[src/rtl/sample_pingpong_writer_pkg.sv]
// Shared definitions for the ping-pong sample writer: default sample and
// address widths, bank count and the saturating counter helper.
package sample_pingpong_writer_pkg;

    localparam int SPW_B_W_DEF   = 8;
    localparam int SPW_A_W_DEF   = 9;
    localparam int SPW_NUM_BANKS = 2;
    localparam int SPW_OVF_W     = 16;

    // Increment that sticks at all-ones instead of wrapping.
    function automatic logic [SPW_OVF_W-1:0] spw_sat_inc(input logic [SPW_OVF_W-1:0] v);
        logic [SPW_OVF_W-1:0] r;
        r = v;
        if (v != {SPW_OVF_W{1'b1}}) begin
            r = v + {{(SPW_OVF_W-1){1'b0}}, 1'b1};
        end
        return r;
    endfunction

endpackage

[src/rtl/sample_pingpong_writer_edge.sv]
// Registered 1-bit rising-edge detector with synchronous active-high reset.
// The previous input level is held in a flop; rise_o is high in the cycle
// where the input is 1 and was 0 one cycle earlier.
module rise_edge_det (
    input  logic clk_i,
    input  logic rst_i,
    input  logic d_i,
    output logic rise_o
);

    logic d_q;

    // Remember last cycle's level.
    always_ff @(posedge clk_i) begin
        if (rst_i) begin
            d_q <= 1'b0;
        end else begin
            d_q <= d_i;
        end
    end

    assign rise_o = d_i & ~d_q;

endmodule

[src/rtl/sample_pingpong_writer.sv]
// Producer side of the DPRAM ping-pong sample buffers. Writes accepted
// samples into two banks of 2^A_W words, hands each full bank to the
// consumer with a one-cycle cons_start pulse and frees it on the rising
// edge of cons_done. Banks are consumed strictly in fill order.
// Optional feature: define SPW_OVF_COUNT_EN to add the saturating
// 16-bit ovf_count output (dropped-sample counter).
module sample_pingpong_writer
    import sample_pingpong_writer_pkg::*;
#(
    parameter int B_W = SPW_B_W_DEF,
    parameter int A_W = SPW_A_W_DEF
) (
    input  logic                 sys_clk,
    input  logic                 sys_rst,
    input  logic                 enable,
    input  logic                 sample_valid,
    input  logic [B_W-1:0]       sample_data,
    output logic                 sample_ready,
    output logic                 wr_en,
    output logic [A_W:0]         wr_addr,
    output logic [B_W-1:0]       wr_data,
    output logic                 cons_start,
    output logic                 rd_bank,
    input  logic                 cons_done,
    input  logic                 clr_ovf,
`ifdef SPW_OVF_COUNT_EN
    output logic                 overflow,
    output logic [SPW_OVF_W-1:0] ovf_count
`else
    output logic                 overflow
`endif
);

    localparam logic [A_W-1:0] PTR_MAX = {A_W{1'b1}};
    localparam logic [A_W-1:0] PTR_ONE = {{(A_W-1){1'b0}}, 1'b1};

    logic                     wr_bank_q,    wr_bank_d;
    logic [A_W-1:0]           wr_ptr_q,     wr_ptr_d;
    logic [SPW_NUM_BANKS-1:0] bank_full_q,  bank_full_d;
    logic                     rd_bank_q,    rd_bank_d;
    logic                     cons_busy_q,  cons_busy_d;
    logic                     wr_en_q,      wr_en_d;
    logic [A_W:0]             wr_addr_q,    wr_addr_d;
    logic [B_W-1:0]           wr_data_q,    wr_data_d;
    logic                     cons_start_q, cons_start_d;
    logic                     overflow_q,   overflow_d;

    logic done_rise;
    logic accept;
    logic drop;
    logic release_ev;
    logic dispatch;

    rise_edge_det u_done_edge (
        .clk_i  (sys_clk),
        .rst_i  (sys_rst),
        .d_i    (cons_done),
        .rise_o (done_rise)
    );

    // The writer only stalls when the bank it is about to fill is still owned by the consumer.
    assign sample_ready = enable && !bank_full_q[wr_bank_q];
    assign accept       = sample_valid && sample_ready;
    assign drop         = sample_valid && enable && bank_full_q[wr_bank_q];
    assign release_ev   = done_rise && cons_busy_q;
    assign dispatch     = !cons_busy_q && bank_full_q[rd_bank_q] && !cons_start_q;

    // Next-state for write pointer, bank ownership, dispatch handshake and sticky overflow.
    always_comb begin
        wr_bank_d    = wr_bank_q;
        wr_ptr_d     = wr_ptr_q;
        bank_full_d  = bank_full_q;
        rd_bank_d    = rd_bank_q;
        cons_busy_d  = cons_busy_q;
        wr_en_d      = accept;
        wr_addr_d    = wr_addr_q;
        wr_data_d    = wr_data_q;
        cons_start_d = 1'b0;
        overflow_d   = overflow_q;

        if (accept) begin
            wr_addr_d = {wr_bank_q, wr_ptr_q};
            wr_data_d = sample_data;
            wr_ptr_d  = wr_ptr_q + PTR_ONE;
            if (wr_ptr_q == PTR_MAX) begin
                bank_full_d[wr_bank_q] = 1'b1;
                wr_bank_d              = ~wr_bank_q;
            end
        end

        // Release targets the read bank, a fill always targets the other one,
        // so both updates can land in the same cycle without conflict.
        if (release_ev) begin
            bank_full_d[rd_bank_q] = 1'b0;
            rd_bank_d              = ~rd_bank_q;
            cons_busy_d            = 1'b0;
        end

        if (dispatch) begin
            cons_start_d = 1'b1;
            cons_busy_d  = 1'b1;
        end

        // A drop in the same cycle as a clear keeps the flag set.
        if (drop) begin
            overflow_d = 1'b1;
        end else if (clr_ovf) begin
            overflow_d = 1'b0;
        end
    end

    // State and output registers; reset discards any partially or fully written banks.
    always_ff @(posedge sys_clk) begin
        if (sys_rst) begin
            wr_bank_q    <= 1'b0;
            wr_ptr_q     <= '0;
            bank_full_q  <= '0;
            rd_bank_q    <= 1'b0;
            cons_busy_q  <= 1'b0;
            wr_en_q      <= 1'b0;
            wr_addr_q    <= '0;
            wr_data_q    <= '0;
            cons_start_q <= 1'b0;
            overflow_q   <= 1'b0;
        end else begin
            wr_bank_q    <= wr_bank_d;
            wr_ptr_q     <= wr_ptr_d;
            bank_full_q  <= bank_full_d;
            rd_bank_q    <= rd_bank_d;
            cons_busy_q  <= cons_busy_d;
            wr_en_q      <= wr_en_d;
            wr_addr_q    <= wr_addr_d;
            wr_data_q    <= wr_data_d;
            cons_start_q <= cons_start_d;
            overflow_q   <= overflow_d;
        end
    end

    assign wr_en      = wr_en_q;
    assign wr_addr    = wr_addr_q;
    assign wr_data    = wr_data_q;
    assign cons_start = cons_start_q;
    assign rd_bank    = rd_bank_q;
    assign overflow   = overflow_q;

`ifdef SPW_OVF_COUNT_EN
    logic [SPW_OVF_W-1:0] ovf_count_q, ovf_count_d;

    // Dropped-sample counter: a drop coinciding with a clear restarts the count at one.
    always_comb begin
        ovf_count_d = ovf_count_q;
        if (drop) begin
            if (clr_ovf) begin
                ovf_count_d = {{(SPW_OVF_W-1){1'b0}}, 1'b1};
            end else begin
                ovf_count_d = spw_sat_inc(ovf_count_q);
            end
        end else if (clr_ovf) begin
            ovf_count_d = '0;
        end
    end

    // Counter register.
    always_ff @(posedge sys_clk) begin
        if (sys_rst) begin
            ovf_count_q <= '0;
        end else begin
            ovf_count_q <= ovf_count_d;
        end
    end

    assign ovf_count = ovf_count_q;
`endif

endmodule

[config.mk]
export PLATFORM = sky130hd
export DESIGN_NAME = sample_pingpong_writer
export DESIGN_NICKNAME = d
export VERILOG_FILES = /design/src/rtl/sample_pingpong_writer_pkg.sv /design/src/rtl/sample_pingpong_writer_edge.sv /design/src/rtl/sample_pingpong_writer.sv
export SDC_FILE = /design/constraint.sdc
export NUM_CORES = 1
export LEC_CHECK = 0
export BUFFER_PORTS_ARGS = -buffer_cell sky130_fd_sc_hd__buf_2
export CORE_ASPECT_RATIO = 0.9
export CORE_UTILIZATION = 50
export CTS_BUF_LIST = sky130_fd_sc_hd__clkbuf_8
export DETAILED_ROUTE_END_ITERATION = 8
export PLACE_DENSITY = 0.77
export SLEW_MARGIN = 20
export SYNTH_ARGS = -nofsm -noshare
export SYNTH_HDL_FRONTEND = slang
export SYNTH_HIERARCHICAL = 1
export SYNTH_SLANG_ARGS = --single-unit
[constraint.sdc]
create_clock -name sys_clk -period 2.5 [get_ports sys_clk]
set_input_delay 0.125 -clock sys_clk [delete_from_list [all_inputs] [get_ports sys_clk]]
set_output_delay 0.125 -clock sys_clk [all_outputs]
set_load 0.01 [all_outputs]
==> results of run 1 <==
==> cells in the mapped netlist (4+ instances only) <==
master / count
dfxtp_1: 36
a21oi_1: 28
o21ai_0: 23
nand3_1: 21
clkbuf_1: 11
nor2_1: 5
o31ai_1: 5
or4_1: 5
inv_1: 4
nand2_1: 4
==> stage by stage <==
| step | worst slack [ns] | hold slack, ns | power, mW | cells | util |
|---|---|---|---|---|---|
| final | 0.486 | 0.0702 | 1.06 | 242 | 0.629 |
| after global routing | 0.308 | 0.0702 | 1.11 | 242 | 0.629 |
| after CTS | 0.490 | 0.0679 | 1.07 | 242 | 0.629 |
| after detailed placement | 0.503 | 0.364 | 0.662 | 234 | 0.597 |
| after global placement | 0.667 | 0.361 | 0.660 | 234 | 0.597 |
| after floorplan | 0.767 | 0.189 | 0.637 | 170 | - |
==> power breakdown <==
part / total, mW / leakage (nW) / internal, mW / switching (mW)
clock: 0.411 / 0.0538 / 0.216 / 0.195
sequential: 0.588 / 0.291 / 0.583 / 0.00516
combinational: 0.0607 / 0.349 / 0.0236 / 0.0372
total: 1.06 / 0.694 / 0.823 / 0.237
==> cell type report <==
class,count,area [um2]
fill,263,1030
sequential,36,721
multi-input combinational,117,694
timing repair buffer,37,188
clock buffer,6,82.6
tap,40,50.0
inverter,4,15.0
clock inverter,2,7.51
==> layer usage <==
| metal | share of wire | global-route usage |
|---|---|---|
| met1 | 0.44 | 0.258 |
| met2 | 0.50 | 0.373 |
| met3 | 0.036 | 0.0577 |
| met4 | 0.023 | 0.136 |
| met5 | 0 | 0 |
==> logic make-up (layout without fill, tap and decap cells) <==
family / count (synthesis) / after routing
compound gates: 60 / 60
xor+xnor: 1 / 1
fa+ha+maj: 2 / 2
buf+inv: 17 / 49
flops: 36 / 36
mux: 4 / 4
simple gates: 50 / 50
==> registers in the layout (all words and copies together), names as in the netlist <==
| name | count |
|---|---|
| bank_full_q | 2 |
| wr_addr | 10 |
| wr_data | 8 |
| wr_bank_q | 1 |
| cons_busy_q | 1 |
| cons_start | 1 |
| wr_en | 1 |
| u_done_edge/d_q | 1 |
| overflow | 1 |
| wr_ptr_q | 9 |
| rd_bank | 1 |
==> cell usage in the layout (no fill, tap or decap), types with 4 or more instances in the layout <==
cell type / n
clkbuf_8: 6
nor2_1: 5
dfxtp_1: 36
or4_1: 5
nand3_1: 21
a21oi_1: 28
o21ai_0: 23
nand2_1: 4
o31ai_1: 5
inv_1: 6
buf_2: 36
==> worst max path at each step <==
stage | start | endpoint | slack (ns) | cells after the start
floorplan | wr_ptr_q[2]$_SDFFE_PP0N_ | bank_full_q[0]$_SDFF_PP0_ | 0.77 | 6
global placement | wr_ptr_q[2]$_SDFFE_PP0N_ | bank_full_q[0]$_SDFF_PP0_ | 0.67 | 6
detailed placement | wr_ptr_q[2]$_SDFFE_PP0N_ | bank_full_q[0]$_SDFF_PP0_ | 0.50 | 6
CTS | wr_ptr_q[2]$_SDFFE_PP0N_ | bank_full_q[0]$_SDFF_PP0_ | 0.49 | 6
global route | wr_ptr_q[2]$_SDFFE_PP0N_ | bank_full_q[0]$_SDFF_PP0_ | 0.31 | 6
finish | wr_ptr_q[2]$_SDFFE_PP0N_ | bank_full_q[0]$_SDFF_PP0_ | 0.49 | 6
==> results.py, run 1 <==
metrics = {
    "timing": {
        "period_share": 0.806,
        "post-route-min-period_ns": 2.01,
        "max_freq_ghz": 0.496,
        "hold_viol": 0,
        "rsz0062_at_grt": "false",
        "relSlewSlack": 0.506,
        "worst_slew_pin_slew_ns": 0.741,
        "slew_viol_final": 0,
        "setup-violations-final": 0,
        "finClkSkew_ns": 0.00333,
        "tns_ns": 0,
    },
    "worst_setup_path": {
        "cp-end-kind": "register",
        "rrSetupSlack_ns": 0.49,
        "ff2ff_path_depth": 6,
        "critPathMaxStageDelay_ns": 0.49,
        "startpoint_type": "register",
        "regToRegStartpoint": "wr_ptr_q[2]$_SDFFE_PP0N_",
        "critPathMaxFanout": 7,
        "cp_data_arrival_time_ns": 2.21,
        "cp_data_required_time_ns": 2.70,
        "crit_family": "simple AND/OR/NAND/NOR gates",
        "crit_path_cell_trace": "nand4_1 -> nor3_1 -> ha_1 -> inv_1 -> or4_1 -> a211oi_1",
        "r2r-end": "bank_full_q[0]$_SDFF_PP0_",
        "critPathBufInv": 1,
        "crit_type": "reg -> reg",
        "cp_slowest_cell": "or4_1",
    },
    "yosys": {
        "yosysSeqAreaShare": 0.484,
        "synth_fa_ha_area_frac": 0.0168,
        "yosys-top-cells-area": "dfxtp_1 48%, a21oi_1 9.4%, o21ai_0 7.7%",
        "synth.avg_cell_area_um2": 8.75,
        "yosys_warnings": 6,
        "synthCells": 170,
        "synth_flop_cell": "dfxtp_1",
        "muxShareOfSynthArea": 0.0311,
        "async_flop_share": 0,
        "yosys.area_share.simple": 0.196,
        "synth_compound_area_frac": 0.217,
        "synth-edff-count": 0,
        "syn_area_mm2": 0.00149,
        "yosysUniqueCellTypes": 30,
        "synthXorXnorAreaFrac": 0.00589,
        "ys_ff_latch": 36,
        "syn-num-nets": 186,
        "yosysTopAreaCellShare": 0.484,
        "synth_top_family_by_area": "compound AO/OA/AOI/OAI gates",
        "synth_largest_area_cell": "dfxtp_1",
    },
    "floorplanning": {
        "rows": 18,
        "initial_utilization": 0.533,
        "ios": 37,
        "die_y_um": 53.7,
        "fp.dieW_um": 59.5,
        "core_mm2": 0.00279,
        "dieArea_mm2": 0.00320,
    },
    "drt": {
        "postRouteAntennaNets": 0,
        "drt-vias-per-instance": 5.59,
        "vias": 1352,
        "drtIter0Drc": 54,
        "routed_wl_um": 3290,
        "drcViolationCount": 0,
        "drt-wirelength-per-cell_um": 13.6,
        "firstDrtPassIters": 5,
    },
    "cells_and_area": {
        "finalNetCount": 217,
        "n_antenna_cell": 0,
        "syn_to_final_growth_pct": 18.2,
        "fin_area_mm2": 0.00176,
        "drive_above_1_share": 0.233,
    },
    "worst_hold_path": {
        "hp-start": "cons_done",
        "min_to": "u_done_edge/d_q$_SDFF_PP0_",
        "hp-class": "in -> reg",
        "hold_depth": 2,
    },
    "place": {
        "place_hpwl_um": 2120,
        "post_dp_cell_area_mm2": 0.00167,
        "port_buffers": 36,
        "gp_congestion": 0.707,
    },
    "cts": {
        "cts_tree": "yes",
        "post_cts_buffers": 0,
        "hold_buffers": 0,
        "cts_buffer_depth": 2,
        "ctsResizeCount": 0,
        "clk_latency_ns": 0.29,
        "clock-root-buffer": "clkbuf_8",
        "h-tree-depth": 2,
        "cts_sinks": 36,
        "cts_buffers": 5,
        "clkSlewWorstSetupHoldPaths_ns": 0.07,
    },
    "global_routing": {
        "grt_pass1_vias": 1198,
        "antenna_found_initial": 0,
        "grt_overflow": 0,
        "grt_max_degree": 38,
        "grt_first_pass_wirelength_um": 5150,
        "grtUsageTotal": 0.223,
    },
    "flow_run": {
        "drv_cap": 0,
    },
    "power": {
        "power.density_mw_per_mm2": 603,
        "ir_worst_vdd_v": 0.000417,
        "p_leak_nw": 0.694,
    },
    "run_status": {
        "outcome": "completed",
    },
}
(Power assumes the default switching activity.)
==> run 2, diff against run 1 <==
- clock period: 2.5 -> 2.11 ns (I/O delays scaled with it)
==> run 2 against run 1 <==
- clock power rose by 19%
- final area up 1.9%
- non-clock buffer count grew 4
- largest cell class unchanged
- die area unchanged
- critical path depth unchanged
- combinational power increased by 28%
- critical endpoint unchanged
- worst hold slack lost 0.020 ns
- power increased by 19%
- first-iteration DRC count rose by 24%
==> results.py, run 2 (synthesis results as in run 1) <==
metrics = {
    "worst_setup_path": {
        "cp_data_required_time_ns": 2.32,
        "cp_data_arrival_time_ns": 2.09,
        "critPathMaxStageDelay_ns": 0.50,
        "cp_slowest_cell": "or4_1",
        "cp-end-kind": "register",
        "critPathMaxFanout": 5,
        "crit_path_cell_trace": "nand4_1 -> nor3_1 -> ha_1 -> inv_1 -> or4_1 -> a211oi_1",
        "crit_family": "simple AND/OR/NAND/NOR gates",
        "crit_type": "reg -> reg",
        "startpoint_type": "register",
        "critPathBufInv": 1,
    },
    "cells_and_area": {
        "largest_register_ffs": 10,
        "final_common_cell": "buf_2",
        "instances_no_fill": 246,
        "fin_area_mm2": 0.00179,
        "syn_to_final_growth_pct": 20.4,
        "finalNetCount": 221,
        "n_antenna_cell": 0,
        "layout_common_cells": "36 x buf_2, 34 x dfxtp_1, 28 x a21oi_1",
        "drive_above_1_share": 0.257,
    },
    "flow_run": {
        "drv_cap": 0,
    },
    "drt": {
        "m1WireLength_um": 1420,
        "vias": 1395,
        "met3WireLength_um": 171,
        "drtIter0Drc": 67,
        "postRouteAntennaNets": 0,
        "highest_layer": "met4",
        "drcViolationCount": 0,
        "drt-vias-per-instance": 5.67,
        "firstDrtPassIters": 4,
        "wl_met2_um": 1690,
        "drt-wirelength-per-cell_um": 13.6,
        "routed_wl_um": 3340,
    },
    "power": {
        "ir_worst_vdd_v": 0.000444,
        "finalPower_mw": 1.26,
        "power.density_mw_per_mm2": 706,
        "p_leak_nw": 0.714,
    },
    "cts": {
        "cts_buffers": 5,
        "hold_buffers": 0,
        "clkSlewWorstSetupHoldPaths_ns": 0.07,
        "cts_buffer_depth": 2,
        "clk_latency_ns": 0.29,
        "cts_tree": "yes",
        "cts_sinks": 36,
        "clock-root-buffer": "clkbuf_8",
        "h-tree-depth": 2,
    },
    "floorplanning": {
        "initial_utilization": 0.533,
        "ios": 37,
        "core_mm2": 0.00279,
        "die_y_um": 53.7,
        "rows": 18,
        "dieArea_mm2": 0.00320,
        "fp.dieW_um": 59.5,
    },
    "global_routing": {
        "grtUsageTotal": 0.234,
        "grt_pass1_vias": 1179,
        "grt_overflow": 0,
        "antenna_found_initial": 0,
        "grt_max_degree": 35,
        "grt_first_pass_wirelength_um": 5360,
    },
    "timing": {
        "slew_viol_final": 0,
        "tns_ns": 0,
        "setup-violations-final": 0,
        "finClkSkew_ns": 0.00243,
        "period_share": 0.892,
        "hold_viol": 0,
        "rsz0062_at_grt": "false",
        "max_freq_ghz": 0.531,
        "relSlewSlack": 0.689,
        "post-route-min-period_ns": 1.88,
        "worst_slew_pin_slew_ns": 0.466,
    },
    "place": {
        "post_dp_cell_area_mm2": 0.00169,
        "gp_congestion": 0.724,
        "place_hpwl_um": 2230,
        "dp_cells": 237,
        "port_buffers": 36,
    },
    "run_status": {
        "outcome": "completed",
    },
    "worst_hold_path": {
        "hp-class": "in -> reg",
    },
}
[run 2: changes by cell type in the layout (fill, tap and decap cells not counted), sizes merged]
cell  change
buf       +4
[run 2: path summary, 6_finish.rpt]
check / endpoint / depth (start not counted) / from / slack (ns)
max: bank_full_q[0]$_SDFF_PP0_ / 6 / wr_ptr_q[4]$_SDFFE_PP0N_ / 0.23
min: u_done_edge/d_q$_SDFF_PP0_ / 2 / cons_done / 0.05
max reg2reg: bank_full_q[0]$_SDFF_PP0_ / 6 / wr_ptr_q[4]$_SDFFE_PP0N_ / 0.23
min reg2reg: cons_start$_SDFF_PP0_ / 1 / cons_start$_SDFF_PP0_ / 0.46
[run 2: timing repair]
item / 4_1_cts / 5_1_grt
buffers inserted: 0 / 1
resized for setup: 0 / 2
endpoints found under the setup margin: 0 / 1
[run 2: per-stage QoR]
step / worst slack, ns / hold slack [ns] / util
after detailed placement: 0.179 / 0.349 / 0.605
final: 0.228 / 0.0503 / 0.641
after global routing: 0.0106 / 0.0470 / 0.641
after global placement: 0.280 / 0.341 / 0.605
after CTS: 0.158 / 0.0486 / 0.638
after floorplan: 0.377 / 0.170 / -
[run 2: report_power, final]
| part | switching [mW] | internal (mW) |
|---|---|---|
| Combinational | 0.0461 | 0.0315 |
| Sequential | 0.00617 | 0.691 |
| Clock | 0.233 | 0.256 |
| Total | 0.285 | 0.979 |
[run 2: final cells by class]
class                      instances  area, um2
clock buffer                       6       82.6
clock inverter                     2       7.51
fill                             262       1000
inverter                           4       15.0
multi-input combinational        117        694
sequential                        36        723
tap                               40       50.0
timing repair buffer              41        218
[run 2: per-layer routing]
metal | GRT usage | vias to the layer above
li1 | - | 690
met2 | 0.380 | 39
met4 | 0.109 | 0
met3 | 0.0865 | 5
met1 | 0.277 | 661
met5 | 0 | -
